File: config.mk
export PLATFORM = sky130hd
export DESIGN_NAME = buffer_word_packer
export DESIGN_NICKNAME = d
export VERILOG_FILES = /design/src/rtl/buffer_pkg.sv /design/src/rtl/buffer_word_packer_assembler.sv /design/src/rtl/buffer_word_packer.sv
export SDC_FILE = /design/constraint.sdc
export NUM_CORES = 1
export LEC_CHECK = 0
export CORE_MARGIN = 8
export CORE_UTILIZATION = 44
export DETAILED_ROUTE_END_ITERATION = 6
export PLACE_DENSITY_LB_ADDON = 0.08
export SYNTH_ARGS = -nofsm -noshare
export SYNTH_HDL_FRONTEND = slang
export SYNTH_SLANG_ARGS = --single-unit
File: constraint.sdc
create_clock -name clk -period 2.35 [get_ports clk]
set_input_delay 0.705 -clock clk [delete_from_list [all_inputs] [get_ports clk]]
set_output_delay 0.705 -clock clk [all_outputs]
set_load 0.02 [all_outputs]
File: src/rtl/buffer_pkg.sv
// Shared defaults and state encodings for the circular buffer and its feeder.
package buffer_pkg;

  localparam int WIDTH_DEF = 4;
  localparam int K_DEF     = 8;
  localparam int J_DEF     = 4;

  typedef enum logic {
    A_FILL = 1'b0,
    A_FULL = 1'b1
  } a_state_e;

  typedef enum logic {
    H_EMPTY = 1'b0,
    H_HOLD  = 1'b1
  } h_state_e;

  function automatic int lane_lo(input int lane, input int w);
    return lane * w;
  endfunction

endpackage

File: src/rtl/buffer_word_packer_assembler.sv
// Assembly register: collects words into lanes, closes on K words or flush.
module word_assembler
  import buffer_pkg::*;
#(
  parameter int              WIDTH = WIDTH_DEF,
  parameter int              K     = K_DEF,
  parameter logic [WIDTH-1:0] PAD  = '0,
  localparam int             CW    = $clog2(K + 1)
) (
  input  logic               clk_i,
  input  logic               rst_ni,
  input  logic               wr_i,
  input  logic [WIDTH-1:0]   wdata_i,
  input  logic               flush_i,
  input  logic               clr_i,
  output logic [WIDTH*K-1:0] data_o,
  output logic [CW-1:0]      cnt_o,
  output logic               full_o
);

  logic [WIDTH*K-1:0] data_q, data_d, base_data;
  logic [CW-1:0]      cnt_q, cnt_d, base_cnt;
  a_state_e           st_q, st_d, base_st;

  // Lanes start at PAD so a flushed partial group needs no extra fill.
  always_comb begin
    base_data = clr_i ? {K{PAD}} : data_q;
    base_cnt  = clr_i ? '0 : cnt_q;
    base_st   = clr_i ? A_FILL : st_q;
    data_d    = base_data;
    cnt_d     = base_cnt;
    st_d      = base_st;
    if (wr_i) begin
      for (int i = 0; i < K; i++) begin
        if (base_cnt == CW'(i))
          data_d[lane_lo(i, WIDTH) +: WIDTH] = wdata_i;
      end
      cnt_d = base_cnt + CW'(1);
    end
    if (st_d == A_FILL &&
        (cnt_d == CW'(K) || (flush_i && cnt_d != '0)))
      st_d = A_FULL;
  end

  always_ff @(posedge clk_i or negedge rst_ni) begin
    if (!rst_ni) begin
      data_q <= {K{PAD}};
      cnt_q  <= '0;
      st_q   <= A_FILL;
    end else begin
      data_q <= data_d;
      cnt_q  <= cnt_d;
      st_q   <= st_d;
    end
  end

  assign data_o = data_q;
  assign cnt_o  = cnt_q;
  assign full_o = (st_q == A_FULL);

endmodule

File: src/rtl/buffer_word_packer.sv
// Word-to-group packer: assembly stage plus holding stage feeding the buffer.
module buffer_word_packer
  import buffer_pkg::*;
#(
  parameter int               WIDTH = WIDTH_DEF,
  parameter int               K     = K_DEF,
  parameter logic [WIDTH-1:0] PAD   = '0,
  localparam int              CW    = $clog2(K + 1)
) (
  input  logic               clk,
  input  logic               rst,
  input  logic [WIDTH-1:0]   in_data,
  input  logic               in_valid,
  output logic               in_ready,
  input  logic               flush,
  input  logic               buf_ready,
  output logic               w_en,
  output logic [WIDTH*K-1:0] par_in,
  output logic [CW-1:0]      grp_len
);

  logic [WIDTH*K-1:0] a_data;
  logic [CW-1:0]      a_cnt;
  logic               a_full;
  logic               consume, xfer, accept;

  h_state_e           h_st_q;
  logic [WIDTH*K-1:0] h_data_q;
  logic [CW-1:0]      h_len_q;

  assign consume  = (h_st_q == H_HOLD) && buf_ready;
  assign xfer     = a_full && (h_st_q == H_EMPTY || consume);
  assign in_ready = rst && (!a_full || xfer);
  assign accept   = in_valid && in_ready;

  word_assembler #(
    .WIDTH (WIDTH),
    .K     (K),
    .PAD   (PAD)
  ) u_asm (
    .clk_i   (clk),
    .rst_ni  (rst),
    .wr_i    (accept),
    .wdata_i (in_data),
    .flush_i (flush),
    .clr_i   (xfer),
    .data_o  (a_data),
    .cnt_o   (a_cnt),
    .full_o  (a_full)
  );

  // Reload wins over consume so back-to-back groups leave no bubble.
  always_ff @(posedge clk or negedge rst) begin
    if (!rst) begin
      h_st_q   <= H_EMPTY;
      h_data_q <= '0;
      h_len_q  <= '0;
    end else if (xfer) begin
      h_st_q   <= H_HOLD;
      h_data_q <= a_data;
      h_len_q  <= a_cnt;
    end else if (consume) begin
      h_st_q   <= H_EMPTY;
    end
  end

  assign w_en    = (h_st_q == H_HOLD);
  assign par_in  = h_data_q;
  assign grp_len = h_len_q;

endmodule

==> flow_metrics.env, run 1 <==
export IMPL_gp_congestion=0.832
export IMPL_io_pins=47
export IMPL_drc=0
export IMPL_cp_start_kind="input port"
export IMPL_final_common_cell="nand2_1"
export IMPL_layout_drive_gt1_share_pct=12.6
export IMPL_detail_route_antenna_nets=0
export IMPL_critPathKind="in2reg"
export IMPL_fin_cells=476
export IMPL_dpl_hpwl_um=4480
export IMPL_finalClockSkew_ps=9.03
export IMPL_nets=400
export IMPL_yosysWarnings=0
export IMPL_p_leak_nw=1.89
export IMPL_groute_usage_overall_pct=14.5
export IMPL_cts_buffers=9
export IMPL_place_inst=460
export IMPL_first_pass_iters=4
export IMPL_num_rows=30
export IMPL_required_ps=2620
export IMPL_fin_util_pct=58.0
export IMPL_clock_fmax_ghz=0.486
export IMPL_num_vias=2333
export IMPL_grt_max_degree=74
export IMPL_antenna_cells=0
export IMPL_maxCapViolations=0
export IMPL_dpl_cell_area_um2=3680
export IMPL_start_util_pct=45.0
export IMPL_peakVddDrop_v=0.000557
export IMPL_port_buffer_count=46
export IMPL_grt_pass1_wl_um=11400
export IMPL_drtIter0Drc=112
export IMPL_rsz0062_at_grt="no"
export IMPL_setup_viol=0
export IMPL_outcome="completed"
export IMPL_yosys_register_bits=74
export IMPL_postCtsSetupRepairBufs=0
export IMPL_cts_tree="built"
export IMPL_clockBufferDepth=2
export IMPL_syn_num_nets=338
export IMPL_slew_viol_final=0
export IMPL_synthDistinctLibCells=30
export IMPL_die_h_um=98.9
export IMPL_cts_clk_slew_worst_paths_ps=70
export IMPL_postSynthCellCount=329
export IMPL_grtUsageMet1_pct=18.7
export IMPL_p_per_area_nw_per_um2=1040
export IMPL_synth_area_um2=3030
export IMPL_viasPerCell=4.90
export IMPL_core_area_um2=6720
export IMPL_clk_latency_ps=340
export IMPL_use_met2_pct=21.6
export IMPL_holdWs_ps=289
export IMPL_critPathMaxFanout=3
export IMPL_min_path_type="in2async"
export IMPL_arrival_ps=2320
export IMPL_yosysSeqAreaShare_pct=61.2
export IMPL_tightest_slew_ps=906
export IMPL_wire_per_inst_um=13.9
export IMPL_grt_remaining_overflow=0
export IMPL_dieArea_um2=9790
export IMPL_hold_viol_final=0
export IMPL_final_area_um2=3890
export IMPL_root_buffer="clkbuf_8"
export IMPL_hold_buffers=0
export IMPL_period_needed_ps=2060
export IMPL_endpoint_kind="register"
export IMPL_avgSynthCellArea_um2=9.20
export IMPL_die_w_um=98.9
export IMPL_grt_busiest_layer="met2"
export IMPL_antenna_found_initial=0
export IMPL_final_cell_mix="160 x nand2_1, 74 x dfrtp_1, 43 x clkdlybuf4s50_1, 31 x o21ai_0, 24 x buf_4"
export IMPL_p_total_mw=4.06
export IMPL_area_growth_pct=28.7
export IMPL_grt_pass1_vias=2382
export IMPL_use_met3_pct=5.50
export IMPL_relSlewSlack_pct=39.6
export IMPL_h_tree_depth=3
export IMPL_fin_crit_sh_pct=87.5
export IMPL_clock_sinks=74
export IMPL_drt_wl_total_um=6620
sequential cells by signal (all words and copies together) (netlist names):
signal,flops
w_en,1
u_asm.data_o,32
u_asm.cnt_o,4
grp_len,4
u_asm.full_o,1
par_in,32
worst max-delay path, stage by stage:
cell	delay (ps)
clkdlybuf4s50_1	500
nand3_1	140
or4_4	520
a221oi_2	300
a311o_1	160
what timing repair did:
action / 4_1_cts / 5_1_grt
endpoints found under the setup margin: 1 / 1
gates resized for setup: 4 / 2
pin swaps: 0 / 0
cell families after synthesis:
group,after synthesis,synth area share [%]
mux,8,2.81
compound gates,39,7.11
xor+xnor,1,0.290
buf+inv,21,2.89
flops,74,61.2
simple gates,186,25.7
stage by stage:
step / worst slack (ps) / setup TNS (ps)
final: 293 / 0
after global placement: -432 / -558
after global routing: 230 / 0
after floorplan: 341 / 0
after CTS: 2.17 / 0
after detailed placement: -433 / -639
cell usage after synthesis:
master	instances	area [um2]
nor2b_1	1	6.26
buf_1	8	30.0
buf_6	1	11.3
nand2_1	161	604
nor4_2	2	25.0
o21ai_0	31	155
nor3_1	3	15.0
nand3_1	1	5.00
a21oi_1	4	20.0
o31ai_1	1	7.51
nand2b_1	6	37.5
and2_1	1	6.26
clkbuf_1	7	26.3
or4_4	1	11.3
inv_1	4	15.0
a311o_1	1	10.0
or3_1	1	6.26
and3b_1	1	8.76
mux2i_1	4	40.0
buf_2	1	5.00
mux2_2	4	45.0
a21boi_0	1	7.51
nor2_1	1	3.75
or2_2	2	12.5
dfrtp_1	74	1850
nor3b_1	1	7.51
nand4b_1	1	8.76
a221oi_2	1	15.0
nor4_1	3	18.8
xnor2_1	1	8.76
metal layers:
metal	share of wire [%]	up-vias	wire length, um
met2	45	36	2980
li1	-	1173	-
met1	49	1119	3250
met4	1.1	0	73
met3	4.8	5	318
met5	0	-	0
path summary, 6_finish.rpt:
path | slack [ps] | end | cells past startpoint | from
min in group clk | 470 | par_in[23] | 2 | u_asm.data_o[23]
worst min-delay path | 290 | w_en | 2 | rst
worst max register to register | 560 | u_asm.full_o | 5 | w_en
worst min register to register | 470 | par_in[23] | 2 | u_asm.data_o[23]
max in group asynchronous | 1000 | u_asm.full_o | 3 | rst
worst max-delay path | 290 | u_asm.full_o | 5 | in_valid
area by class of cell:
class | count | area (um2)
sequential | 74 | 1850
fill | 608 | 2830
clock inverter | 3 | 46.3
multi-input combinational | 234 | 1090
clock buffer | 13 | 169
timing repair buffer | 68 | 623
inverter | 4 | 15.0
tap | 80 | 100
power breakdown:
part / internal [mW] / switching (mW)
Sequential: 1.53 / 0.166
Combinational: 0.544 / 0.789
Clock: 0.580 / 0.451
Power figures use the tool's default switching activity.
==> inputs of run 2 (changes only) <==
--- a/config.mk
+++ b/config.mk
@@ -6,8 +6,9 @@
 export NUM_CORES = 1
 export LEC_CHECK = 0
 export CORE_MARGIN = 8
-export CORE_UTILIZATION = 44
+export CORE_UTILIZATION = 23
 export DETAILED_ROUTE_END_ITERATION = 6
+export GPL_ROUTABILITY_DRIVEN = 0
 export PLACE_DENSITY_LB_ADDON = 0.08
 export SYNTH_ARGS = -nofsm -noshare
 export SYNTH_HDL_FRONTEND = slang
==> flow_metrics.env, run 2 (synthesized netlist as in run 1, its figures left out) <==
export IMPL_critPathMaxFanout=4
export IMPL_rsz0062_at_grt="no"
export IMPL_grt_pass1_wl_um=12300
export IMPL_layout_drive_gt1_share_pct=13.2
export IMPL_antenna_cells=0
export IMPL_clk_latency_ps=330
export IMPL_maxCapViolations=0
export IMPL_setup_viol=0
export IMPL_p_leak_nw=1.95
export IMPL_critPathKind="in2reg"
export IMPL_finalSetupTns_ps=0
export IMPL_grt_max_degree=48
export IMPL_io_pins=47
export IMPL_min_path_type="in2async"
export IMPL_dieArea_um2=17100
export IMPL_first_pass_iters=4
export IMPL_cts_buffers=9
export IMPL_grt_pass1_vias=2371
export IMPL_start_util_pct=23.2
export IMPL_wire_per_inst_um=13.3
export IMPL_num_vias=2337
export IMPL_die_w_um=131
export IMPL_hold_viol_final=0
export IMPL_place_inst=560
export IMPL_hold_buffers=0
export IMPL_p_total_mw=4.44
export IMPL_p_per_area_nw_per_um2=1070
export IMPL_tightest_slew_ps=617
export IMPL_finalClockSkew_ps=4.61
export IMPL_fin_cells=577
export IMPL_dpl_hpwl_um=5210
export IMPL_viasPerCell=4.05
export IMPL_clock_fmax_ghz=0.489
export IMPL_peakVddDrop_v=0.000410
export IMPL_endpoint_kind="register"
export IMPL_root_buffer="clkbuf_16"
export IMPL_cts_tree="built"
export IMPL_grt_remaining_overflow=0
export IMPL_die_h_um=131
export IMPL_area_growth_pct=37.1
export IMPL_required_ps=2620
export IMPL_outcome="completed"
export IMPL_drtIter0Drc=178
export IMPL_groute_usage_overall_pct=9.55
export IMPL_antenna_found_initial=0
export IMPL_num_rows=42
export IMPL_clock_sinks=74
export IMPL_cts_clk_slew_worst_paths_ps=60
export IMPL_nets=405
export IMPL_clockBufferDepth=2
export IMPL_relSlewSlack_pct=58.9
export IMPL_detail_route_antenna_nets=0
export IMPL_cp_start_kind="input port"
export IMPL_final_common_cell="nand2_1"
export IMPL_fin_crit_sh_pct=87.1
export IMPL_port_buffer_count=46
export IMPL_slew_viol_final=0
export IMPL_arrival_ps=2310
export IMPL_h_tree_depth=3
export IMPL_core_area_um2=13000
export IMPL_final_fill_count=1409
export IMPL_drc=0
export IMPL_period_needed_ps=2050
export IMPL_final_cell_mix="160 x nand2_1, 74 x dfrtp_1, 43 x clkdlybuf4s50_1, 31 x o21ai_0, 27 x buf_4"
export IMPL_drt_wl_total_um=7700
## run 2: changes by cell type in the layout (fill, tap and decap cells not counted)
cell       delta
clkinv_4      -1
buf_4         +3
clkbuf_16     +9
buf_12        +2
bufinv_16     -1
clkbuf_8      -9
clkbuf_1      +2
## run 2: layer usage
metal | GRT usage (%) | wire length, um
met3 | 2.60 | 309
met1 | 12.7 | 3920
met5 | 0 | 0
met2 | 13.8 | 3310
met4 | 5.27 | 161
## run 2: timing repair
| item | in CTS | in global routing |
|---|---|---|
| buffers inserted | 0 | 1 |
| resized for setup | 4 | 2 |
| setup endpoints to repair | 1 | 1 |
## run 2: path summary, 6_finish.rpt
| path | start | to | slack [ps] | cells after the start |
|---|---|---|---|---|
| setup / recovery | in_valid | u_asm.full_o | 300 | 5 |
| hold / removal | rst | grp_len[1] | 280 | 2 |
| setup reg to reg | u_asm.full_o | u_asm.full_o | 500 | 6 |
| hold reg to reg | u_asm.data_o[0] | par_in[0] | 470 | 2 |
| max in group asynchronous | rst | u_asm.data_o[22] | 1260 | 3 |
| min in group clk | u_asm.data_o[0] | par_in[0] | 470 | 2 |
## run 2: through the flow
step / cell area, um2 / hold WS (ps) / worst slack (ps) / util (%)
floorplan: 3030 / 409 / 341 / -
global placement: 3850 / 453 / -450 / 29.6
detailed placement: 3850 / 454 / -432 / 29.6
CTS: 4130 / 271 / 16.5 / 31.7
global route: 4150 / 274 / 224 / 31.8
finish: 4150 / 279 / 304 / 31.8
## run 2: cell type report
class	instances	area (um2)	area share [%]
clock buffers	15	278	6.70
multi-input cells	234	1090	26.3
flip-flops and latches	74	1850	44.7
well taps	176	220	5.31
clock inverters	1	7.51	0.181
repair buffers	73	686	16.5
inverters	4	15.0	0.362
## run 2: worst max-delay path: stages
cell and delay (ps):
clkdlybuf4s50_1 510, nand3_1 150, or4_4 520, a221oi_2 270
a311o_1 140
## run 2: power by group
| part | internal (mW) | switching, mW | total, mW |
|---|---|---|---|
| logic | 0.613 | 0.823 | 1.44 |
| registers | 1.53 | 0.155 | 1.69 |
| clock network | 0.803 | 0.515 | 1.32 |
| total | 2.95 | 1.49 | 4.44 |
==> inputs of run 3 (changes only) <==
--- a/config.mk
+++ b/config.mk
@@ -7,6 +7,7 @@
 export LEC_CHECK = 0
 export CORE_MARGIN = 8
 export CORE_UTILIZATION = 23
+export CTS_CLUSTER_DIAMETER = 200
 export DETAILED_ROUTE_END_ITERATION = 6
 export GPL_ROUTABILITY_DRIVEN = 0
 export PLACE_DENSITY_LB_ADDON = 0.08
==> results of run 3 <==
The final DEF is identical to that of run 2; final timing and power are the same.
